File: src/rtl/udm_mac_accumulator_pkg.sv
// ---------------------------------------------------------------------------
// udm_mac_accumulator_pkg
//   Shared definitions for the UDM multiply-accumulate processing element:
//   default widths, the 2x2 underdesigned multiplier digit, and the
//   accumulator add with carry-out detection and optional clamping.
// ---------------------------------------------------------------------------
package udm_mac_accumulator_pkg;

   localparam int WIDTH_DEF     = 8;
   localparam int ACC_WIDTH_DEF = 24;
   localparam int CNT_W_DEF     = 8;

   // Widest accumulator the shared add helper supports (exclusive upper bound).
   localparam int MAX_ACC_W     = 64;

   // Result of one accumulator add: resolved value plus overflow flag.
   typedef struct packed {
      logic                 ovf;
      logic [MAX_ACC_W-1:0] sum;
   } acc_add_t;

   // 2x2 underdesigned multiplier digit: exact except 3*3, which yields 7
   // so the digit product always fits in 3 bits.
   function automatic logic [2:0] udm2x2(input logic [1:0] a, input logic [1:0] b);
      logic [2:0] r;
      case ({a, b})
         4'b1111: r = 3'd7;
         default: r = {1'b0, a} * {1'b0, b};
      endcase
      return r;
   endfunction

   // Add two w-bit values (held in MAX_ACC_W-bit containers, upper bits zero).
   // Overflow is the carry out of bit w-1. With sat set the result clamps to
   // w'all-ones on overflow, otherwise it wraps modulo 2^w.
   function automatic acc_add_t acc_add(
      input logic [MAX_ACC_W-1:0] a,
      input logic [MAX_ACC_W-1:0] b,
      input logic [6:0]           w,
      input logic                 sat
   );
      logic [MAX_ACC_W:0] full;
      logic [MAX_ACC_W:0] mask;
      acc_add_t           r;
      full  = {1'b0, a} + {1'b0, b};
      mask  = ({{MAX_ACC_W{1'b0}}, 1'b1} << w) - {{MAX_ACC_W{1'b0}}, 1'b1};
      r.ovf = full[w];
      if (r.ovf && sat) begin
         r.sum = mask[MAX_ACC_W-1:0];
      end else begin
         r.sum = full[MAX_ACC_W-1:0] & mask[MAX_ACC_W-1:0];
      end
      return r;
   endfunction

endpackage

File: src/rtl/udm_mac_accumulator_udm.sv
// ---------------------------------------------------------------------------
// udm_8x8
//   Underdesigned (approximate) WIDTH x WIDTH unsigned multiplier. The
//   operands are split into 2-bit digits; every digit pair goes through the
//   approximate 2x2 block and the partial products are summed exactly. With
//   WIDTH = 8 this is the UDM_8x8 structure (four 4x4 blocks of four 2x2).
//
//   Ports:
//     a  in   WIDTH    multiplicand, unsigned
//     b  in   WIDTH    multiplier, unsigned
//     p  out  2*WIDTH  approximate product (combinational)
// ---------------------------------------------------------------------------
module udm_8x8
   import udm_mac_accumulator_pkg::*;
#(
   parameter int WIDTH = WIDTH_DEF
) (
   input  logic [WIDTH-1:0]   a,
   input  logic [WIDTH-1:0]   b,
   output logic [2*WIDTH-1:0] p
);

   localparam int DIGITS = WIDTH / 2;
   localparam int PW     = 2 * WIDTH;

   // Sum of shifted 2x2 digit products; only the digit multiply is approximate.
   always_comb begin
      p = {PW{1'b0}};
      for (int i = 0; i < DIGITS; i++) begin
         for (int j = 0; j < DIGITS; j++) begin
            p = p + (PW'(udm2x2(a[2*i +: 2], b[2*j +: 2])) << (2 * (i + j)));
         end
      end
   end

endmodule

File: src/rtl/udm_mac_accumulator.sv
// ---------------------------------------------------------------------------
// udm_mac_accumulator
//   Dot-product engine of an APTPU processing element. Operand pairs arrive
//   on a valid/ready stream, are multiplied by one UDM_8x8 approximate
//   multiplier, registered (stage 1), then accumulated (stage 2). When the
//   beat tagged last is accumulated, the finished sum, its beat count and an
//   overflow flag load a one-entry result register with backpressure.
//
//   Ports:
//     clk        in   1          clock, rising edge
//     rst_n      in   1          asynchronous active-low reset
//     in_valid   in   1          operand beat valid
//     in_ready   out  1          beat can be accepted this cycle
//     in_a       in   WIDTH      activation operand, unsigned
//     in_b       in   WIDTH      weight operand, unsigned
//     in_last    in   1          beat is the final term of the dot product
//     out_valid  out  1          result register holds an unconsumed result
//     out_ready  in   1          downstream accepts the result
//     out_acc    out  ACC_WIDTH  completed dot product
//     out_count  out  CNT_W      beats in that dot product (saturating)
//     out_ovf    out  1          carry-out or clamp occurred in that product
//
//   ACC_WIDTH must be at least 2*WIDTH and below 64.
// ---------------------------------------------------------------------------
module udm_mac_accumulator
   import udm_mac_accumulator_pkg::*;
#(
   parameter int WIDTH     = WIDTH_DEF,
   parameter int ACC_WIDTH = ACC_WIDTH_DEF,
   parameter int CNT_W     = CNT_W_DEF,
   parameter int SAT       = 1
) (
   input  logic                 clk,
   input  logic                 rst_n,
   input  logic                 in_valid,
   output logic                 in_ready,
   input  logic [WIDTH-1:0]     in_a,
   input  logic [WIDTH-1:0]     in_b,
   input  logic                 in_last,
   output logic                 out_valid,
   input  logic                 out_ready,
   output logic [ACC_WIDTH-1:0] out_acc,
   output logic [CNT_W-1:0]     out_count,
   output logic                 out_ovf
);

   localparam logic SAT_EN = (SAT != 0);

   // Stage 1 (product) state
   logic                 p_valid;
   logic                 p_last;
   logic [ACC_WIDTH-1:0] p_reg;

   // Stage 2 (accumulator) state
   logic [ACC_WIDTH-1:0] acc;
   logic [CNT_W-1:0]     cnt;
   logic                 ovf_acc;

   // Combinational helpers
   logic [2*WIDTH-1:0]   prod;
   logic                 stall;
   logic                 accept;
   logic                 advance;
   acc_add_t             add_res;
   logic [ACC_WIDTH-1:0] sum;
   logic                 sum_ovf;
   logic [CNT_W-1:0]     cnt_inc;
   logic                 add_unused;

   udm_8x8 #(
      .WIDTH (WIDTH)
   ) u_udm (
      .a (in_a),
      .b (in_b),
      .p (prod)
   );

   // Handshake, accumulate arithmetic and saturating beat count.
   // Only a last beat waiting on a full, unconsumed result register stalls;
   // non-last beats always move into the accumulator.
   always_comb begin
      stall   = p_valid & p_last & out_valid & ~out_ready;
      accept  = in_valid & ~stall;
      advance = p_valid & ~stall;
      add_res = acc_add(MAX_ACC_W'(acc), MAX_ACC_W'(p_reg), 7'(ACC_WIDTH), SAT_EN);
      sum     = add_res.sum[ACC_WIDTH-1:0];
      sum_ovf = add_res.ovf;
      if (cnt == {CNT_W{1'b1}}) begin
         cnt_inc = cnt;
      end else begin
         cnt_inc = cnt + CNT_W'(1);
      end
   end

   // Upper container bits of the shared add are always zero here.
   assign add_unused = ^add_res.sum[MAX_ACC_W-1:ACC_WIDTH];

   assign in_ready = ~stall;

   // Stage 1: register the approximate product of each accepted beat.
   always_ff @(posedge clk or negedge rst_n) begin
      if (!rst_n) begin
         p_valid <= 1'b0;
         p_last  <= 1'b0;
         p_reg   <= {ACC_WIDTH{1'b0}};
      end else if (accept) begin
         p_valid <= 1'b1;
         p_last  <= in_last;
         p_reg   <= ACC_WIDTH'(prod);
      end else if (!stall) begin
         p_valid <= 1'b0;
      end
   end

   // Stage 2: accumulate; a last beat restarts the sum in the same cycle so
   // the next dot product follows without a bubble.
   always_ff @(posedge clk or negedge rst_n) begin
      if (!rst_n) begin
         acc     <= {ACC_WIDTH{1'b0}};
         cnt     <= {CNT_W{1'b0}};
         ovf_acc <= 1'b0;
      end else if (advance) begin
         if (p_last) begin
            acc     <= {ACC_WIDTH{1'b0}};
            cnt     <= {CNT_W{1'b0}};
            ovf_acc <= 1'b0;
         end else begin
            acc     <= sum;
            cnt     <= cnt_inc;
            ovf_acc <= ovf_acc | sum_ovf;
         end
      end
   end

   // Result register: loads on a last beat (which may coincide with the
   // previous result draining), otherwise clears when consumed.
   always_ff @(posedge clk or negedge rst_n) begin
      if (!rst_n) begin
         out_valid <= 1'b0;
         out_acc   <= {ACC_WIDTH{1'b0}};
         out_count <= {CNT_W{1'b0}};
         out_ovf   <= 1'b0;
      end else if (advance && p_last) begin
         out_valid <= 1'b1;
         out_acc   <= sum;
         out_count <= cnt_inc;
         out_ovf   <= ovf_acc | sum_ovf;
      end else if (out_ready) begin
         out_valid <= 1'b0;
      end
   end

endmodule

File: config.mk
export PLATFORM = sky130hd
export DESIGN_NAME = udm_mac_accumulator
export DESIGN_NICKNAME = d
export VERILOG_FILES = /design/src/rtl/udm_mac_accumulator_pkg.sv /design/src/rtl/udm_mac_accumulator_udm.sv /design/src/rtl/udm_mac_accumulator.sv
export SDC_FILE = /design/constraint.sdc
export NUM_CORES = 1
export LEC_CHECK = 0
export ABC_AREA = 1
export BUFFER_PORTS_ARGS = -buffer_cell sky130_fd_sc_hd__clkbuf_2
export CORE_ASPECT_RATIO = 0.75
export CORE_MARGIN = 2
export CORE_UTILIZATION = 39
export DETAILED_ROUTE_END_ITERATION = 7
export GPL_ROUTABILITY_DRIVEN = 0
export GPL_TIMING_DRIVEN = 0
export SKIP_CTS_REPAIR_TIMING = 1
export SYNTH_ARGS = -nofsm -noshare
export SYNTH_HDL_FRONTEND = slang
export SYNTH_SLANG_ARGS = --single-unit
File: constraint.sdc
create_clock -name clk -period 1.7 [get_ports clk]
set_input_delay 0.085 -clock clk [delete_from_list [all_inputs] [get_ports clk]]
set_output_delay 0.085 -clock clk [all_outputs]
set_load 0.1 [all_outputs]
==> results of run 1 <==
==> synth_stat cells, types with 2 or more instances <==
cell type    n  area [um^2]
o21ai_0     49          245
a31oi_1      6         37.5
nand3b_1     2         15.0
o22ai_1      3         18.8
inv_1      174          653
a21o_1       6         45.0
buf_6        2         22.5
nand2_4      2         22.5
nand2_2      6         37.5
nand3_1     41          205
nor3_1       7         35.0
buf_2        7         35.0
nor3b_1      2         15.0
nand4_1      6         37.5
nand2_1    373         1400
clkbuf_1    19         71.3
ha_1        67          838
a21oi_1     24          120
a21oi_4      2         32.5
inv_2        3         11.3
nor2_2       3         18.8
nand3_2     12          120
xor2_1      15          131
xnor2_1      6         52.6
buf_4        6         45.0
nor2_1      55          206
or2_2        3         18.8
o21bai_1    11         82.6
dfrtp_1     85         2130
fa_1        25          500
==> logic make-up (layout without fill, tap and decap cells) <==
logic type / after synthesis / in the layout / share of synthesized area
simple gates: 516 / 516 / 0.298
buf+inv: 212 / 297 / 0.115
compound gates: 107 / 107 / 0.0867
fa+ha+maj: 92 / 92 / 0.183
flops: 85 / 85 / 0.291
xor+xnor: 21 / 21 / 0.0252
==> worst min-delay path: stages <==
cell,delay (ns)
clkbuf_2,0.08
inv_1,0.06
nand2_1,0.07
==> per-stage QoR <==
| step | utilization | instances |
|---|---|---|
| 2_1_floorplan | - | 1033 |
| 3_3_place_gp | 0.439 | 1319 |
| 3_5_place_dp | 0.440 | 1320 |
| 4_1_cts | 0.456 | 1336 |
| 5_1_grt | 0.501 | 1365 |
| 6_report | 0.501 | 1365 |
==> cell type report <==
class	count	share of cell area
repair buffers	69	0.0523
plain buffers	34	0.0344
inverters	178	0.0727
clock inverters	5	0.00651
well taps	247	0.0335
clock buffers	11	0.0252
flip-flops and latches	85	0.231
multi-input cells	736	0.544
==> layer usage <==
layer,track usage,up-vias,wire length [um]
met2,0.288,130,7860
met3,0.0335,13,1050
li1,-,3343,-
met4,0.0332,0,141
met1,0.287,3120,9380
met5,0,-,0
==> power breakdown <==
group	total [uW]	internal, uW	switching [uW]
combinational	9100	2970	6140
sequential	3020	2620	407
clock	1980	1150	837
==> path summary, 6_finish.rpt <==
path / start / to / slack, ns / cells after the start
setup / recovery: in_b[0] / p_reg[14] / -2.35 / 24
hold / removal: in_valid / p_valid / -0.03 / 3
setup reg to reg: acc[0] / acc[3] / -0.49 / 11
hold reg to reg: out_acc[6] / out_acc[6] / 0.47 / 2
max in group asynchronous: rst_n / acc[21] / 0.72 / 3
min in group asynchronous: rst_n / p_valid / 0.31 / 2
==> flow_metrics.env, run 1 <==
export IMPL_clockRootBuffer="clkbuf_16"
export IMPL_start_util=0.397
export IMPL_cellLeakagePower_uw=0.00512
export IMPL_cts_htree_levels=3
export IMPL_synth_edf_count=0
export IMPL_cp_start_kind="input pin"
export IMPL_antenna_found_initial=0
export IMPL_final_fill_count=1820
export IMPL_slew_headroom=0.566
export IMPL_fin_area_um2=9230
export IMPL_crit_chain="clkbuf_16 -> nand2_4 -> inv_2 -> ha_4 -> xor2_2 -> o21ai_1 -> ha_2 -> nand2_2 -> nor2_4 -> fa_1 -> fa_1 -> inv_2 -> fa_2 -> fa_2 -> inv_2 -> ha_4 -> inv_4 -> fa_2 -> nand3b_1 -> nand2_2 -> nand4_1 -> nand3_2 -> xnor2_2 -> o21ai_1"
export IMPL_grt_usage=0.190
export IMPL_clock_latency_ns=0.35
export IMPL_antennaDiodeCount=0
export IMPL_finalCritPeriodShare=2.38
export IMPL_rsz0062_at_grt="yes"
export IMPL_end_kind="register"
export IMPL_dr_total_vias=6606
export IMPL_die_area_um2=19800
export IMPL_fin_tns_setup_ns=-40.33
export IMPL_maxCapViolCount=0
export IMPL_wl_um=18400
export IMPL_drv_slew=0
export IMPL_nNetsFinal=1226
export IMPL_setup_viol=62
export IMPL_hold_violations=2
export IMPL_max_stage_delay_ns=0.56
export IMPL_violations="hold timing, setup timing"
export IMPL_multi_input_area_um2=5020
export IMPL_synth_warnings=0
export IMPL_finalCriticalPeriod_ns=4.05
export IMPL_numCtsBuffers=9
export IMPL_grt_pass1_vias=6153
export IMPL_core_area_um2=18400
export IMPL_fin_total_pwr_uw=14100
export IMPL_synth_cell_area_um2=7300
export IMPL_worstMarginPinSlew_ns=0.651
export IMPL_cts_tree="built"
export IMPL_fmax_ghz=0.247
export IMPL_cp_arrival_ns=4.28
export IMPL_final_common_cell="nand2_1"
export IMPL_rows=43
export IMPL_ys_types=41
export IMPL_syn_avg_cell_area_um2=7.07
export IMPL_drive_gt1_frac=0.245
export IMPL_async_flop_share=1.00
export IMPL_layout_common_cells="nand2_1 (328), inv_1 (162), dfrtp_1 (84), ha_1 (51)"
export IMPL_post_route_drc_count=0
export IMPL_clkSinkCount=85
export IMPL_status="complete, but fails checks"
export IMPL_path_class="input pin to register"
export IMPL_crit_family="adder cells"
export IMPL_synth_ff_type="dfrtp_1"
export IMPL_die_x_um=162
export IMPL_antenna_left=0
export IMPL_ys_ff_latch=85
export IMPL_synth_fp_nets=1146
export IMPL_fp_dieH_um=122
export IMPL_drtIter0Drc=416
export IMPL_path_max_fanout=7
export IMPL_cp_required_ns=1.93
export IMPL_clk_pin_slew_worst_paths_ns=0.07
export IMPL_grt_pass1_wl_um=30200
export IMPL_hpwl_um=13900
export IMPL_ios=56
export IMPL_grt_remaining_overflow=0
export IMPL_via_per_inst=4.84
export IMPL_path_buf_inv=5
export IMPL_cts_max_path_buffers=2
export IMPL_powerDensity_nw_per_um2=1530
export IMPL_place_ws_ns=-2.79
export IMPL_cpMaxStageDelayCell="fa_1"
export IMPL_placed_cell_area_um2=8100
export IMPL_fin_ws_ns=-2.35
export IMPL_dr_pass1_iters=5
export IMPL_hold_path_class="input pin to register"
export IMPL_seq_area_um2=2130
export IMPL_synthCells=1033
export IMPL_syn2layout_area_growth_pct=26.4
export IMPL_ys_seq_area_frac=0.291
export IMPL_wl_per_cell_um=13.5
export IMPL_timing_hold_ws_ns=-0.0281
export IMPL_grt_max_degree=47
export IMPL_portBuffers=39
export IMPL_peakVddDrop_mv=1.15
export IMPL_fin_skew_ns=0.0122
(Power assumes the default switching activity.)
==> run 2, diff against run 1 <==
CORE_UTILIZATION = 40   (was 39)
==> run 2 against run 1 <==
The run still ends with hold timing, setup timing left. Total power grew 1.2%. Via count decreased by 1.6%. Maximum frequency about the same. Die area is 2.4% lower. Global-route usage grew 0.20 points. Sequential power about the same. Worst hold slack got worse by 0.0036 ns. First-iteration DRC count is 22% higher. Critical path depth unchanged. Flip-flop and latch count did not move. Critical path type unchanged.
==> flow_metrics.env, run 2 (synthesis results as in run 1) <==
export IMPL_status="complete, but fails checks"
export IMPL_violations="hold timing, setup timing"
export IMPL_cp_start_kind="input pin"
export IMPL_finalCriticalPeriod_ns=4.05
export IMPL_finalCritPeriodShare=2.38
export IMPL_drv_slew=0
export IMPL_top_layer="met4"
export IMPL_pwr_share_comb=0.657
export IMPL_reg2reg_setup_slack_ns=-0.37
export IMPL_wl_met2_um=7530
export IMPL_antenna_left=0
export IMPL_cts_max_path_buffers=2
export IMPL_final_common_cell="nand2_1"
export IMPL_nNetsFinal=1227
export IMPL_hold_path_depth=3
export IMPL_wl_um=18400
export IMPL_clkSinkCount=85
export IMPL_rr_worst_depth=13
export IMPL_portBuffers=39
export IMPL_die_x_um=160
export IMPL_path_class="input pin to register"
export IMPL_met1_length_um=10100
export IMPL_drive_gt1_frac=0.250
export IMPL_drtIter0Drc=507
export IMPL_slew_headroom=0.636
export IMPL_setup_viol=62
export IMPL_die_area_um2=19400
export IMPL_ios=56
export IMPL_grt_remaining_overflow=0
export IMPL_fin_skew_ns=0.00752
export IMPL_fin_total_pwr_uw=14300
export IMPL_worstMarginPinSlew_ns=0.544
export IMPL_timing_hold_ws_ns=-0.0317
export IMPL_rows=42
export IMPL_power_frac_clock=0.132
export IMPL_dr_total_vias=6503
export IMPL_fin_util=0.525
export IMPL_grt_usage=0.192
export IMPL_fmax_ghz=0.247
export IMPL_path_max_fanout=9
export IMPL_powerDensity_nw_per_um2=1530
export IMPL_cts_htree_levels=3
export IMPL_dr_pass1_iters=5
export IMPL_clockRootBuffer="clkbuf_16"
export IMPL_hold_path_class="input pin to register"
export IMPL_antennaDiodeCount=0
export IMPL_maxCapViolCount=0
export IMPL_reg2reg_from="p_reg[10]"
export IMPL_rsz0062_at_grt="yes"
export IMPL_switching_power_uw=7510
export IMPL_post_route_drc_count=0
export IMPL_fin_cells=1361
export IMPL_numCtsBuffers=9
export IMPL_syn2layout_area_growth_pct=27.7
export IMPL_fp_dieH_um=121
export IMPL_hp_start="in_last"
export IMPL_cp_arrival_ns=4.28
export IMPL_pwr_share_seq=0.211
export IMPL_layout_common_cells="nand2_1 (329), inv_1 (163), dfrtp_1 (84), ha_1 (51)"
export IMPL_via_per_inst=4.78
export IMPL_hpwl_um=14100
export IMPL_grt_pass1_wl_um=30200
export IMPL_core_area_um2=17800
export IMPL_end_kind="register"
export IMPL_placed_cell_area_um2=8100
export IMPL_fin_area_um2=9330
export IMPL_grt_max_degree=52
export IMPL_start_util=0.411
export IMPL_grt_pass1_vias=6089
export IMPL_dp_cells=1315
export IMPL_p_int_uw=6770
export IMPL_peakVddDrop_mv=0.881
export IMPL_hold_violations=1
export IMPL_clock_latency_ns=0.34
export IMPL_clk_pin_slew_worst_paths_ns=0.07
export IMPL_worstHoldEndpoint="p_last"
export IMPL_cts_tree="built"
export IMPL_cellLeakagePower_uw=0.00515
export IMPL_antenna_found_initial=0
export IMPL_fin_ws_ns=-2.35
export IMPL_wl_per_cell_um=13.5
export IMPL_met3WireLength_um=721
export IMPL_worstReg2RegEnd="acc[12]"
export IMPL_p_sw_frac=0.526
export IMPL_cp_required_ns=1.92
[run 2: changes by cell type in the layout (fill, tap and decap cells not counted), moves of 3 or more]
cell,previous run,this run
o21ai_2,7,11
nor2_4,6,9
nand2_8,1,4
o21ai_0,22,17
nand2_4,8,4
buf_4,33,24
[run 2: per-stage QoR]
step / setup slack [ns] / TNS, ns
floorplan: -2.50 / -25.86
global placement: -2.80 / -84.57
detailed placement: -2.81 / -45.18
CTS: -2.48 / -42.42
global route: -2.54 / -45.90
finish: -2.35 / -37.98
[run 2: power by group through the flow]
stage          clock [uW]  sequential [uW]  combinational [uW]
2_1_floorplan           0             4710                4640
3_3_place_gp            0             3030                7880
3_5_place_dp            0             3030                7930
4_1_cts              1910             3000                7960
5_1_grt              2010             3090               10400
6_report             1880             3010                9380
[run 2: how the worst max path moves through the flow]
stage	from	to	slack (ns)	depth (start not counted)
global placement	in_a[1]	p_reg[12]	-2.80	22
CTS	in_a[1]	p_reg[12]	-2.48	22
detailed placement	in_a[1]	p_reg[12]	-2.81	22
global route	in_a[1]	p_reg[14]	-2.54	24
floorplan	in_b[0]	p_reg[12]	-2.50	23
finish	in_a[0]	p_reg[14]	-2.35	24
[run 2: critical path: stages]
cell	delay [ns]
buf_8	0.12
nand2_4	0.07
inv_4	0.03
ha_4	0.15
xor2_2	0.14
o21ai_1	0.09
ha_2	0.20
nand2_2	0.06
nor2_4	0.12
fa_1	0.46
fa_1	0.56
inv_2	0.04
fa_2	0.35
fa_2	0.45
inv_2	0.08
ha_4	0.15
inv_4	0.03
fa_2	0.33
nand3b_1	0.17
nand2_2	0.11
nand4_1	0.11
nand3_2	0.12
xnor2_2	0.13
o21ai_1	0.10
[run 2: metal layers]
metal | vias up | track usage
met3 | 14 | 0.0270
li1 | 3349 | -
met4 | 0 | 0.0282
met5 | - | 0
met2 | 110 | 0.282
met1 | 3030 | 0.303
[run 2: cell type report]
| class | count | area, um^2 |
|---|---|---|
| multi-input cells | 736 | 5070 |
| clock buffers | 12 | 246 |
| plain buffers | 34 | 317 |
| well taps | 242 | 303 |
| clock inverters | 4 | 32.5 |
| repair buffers | 70 | 551 |
| flip-flops and latches | 85 | 2130 |
| inverters | 178 | 673 |
| fillers | 1716 | 8440 |
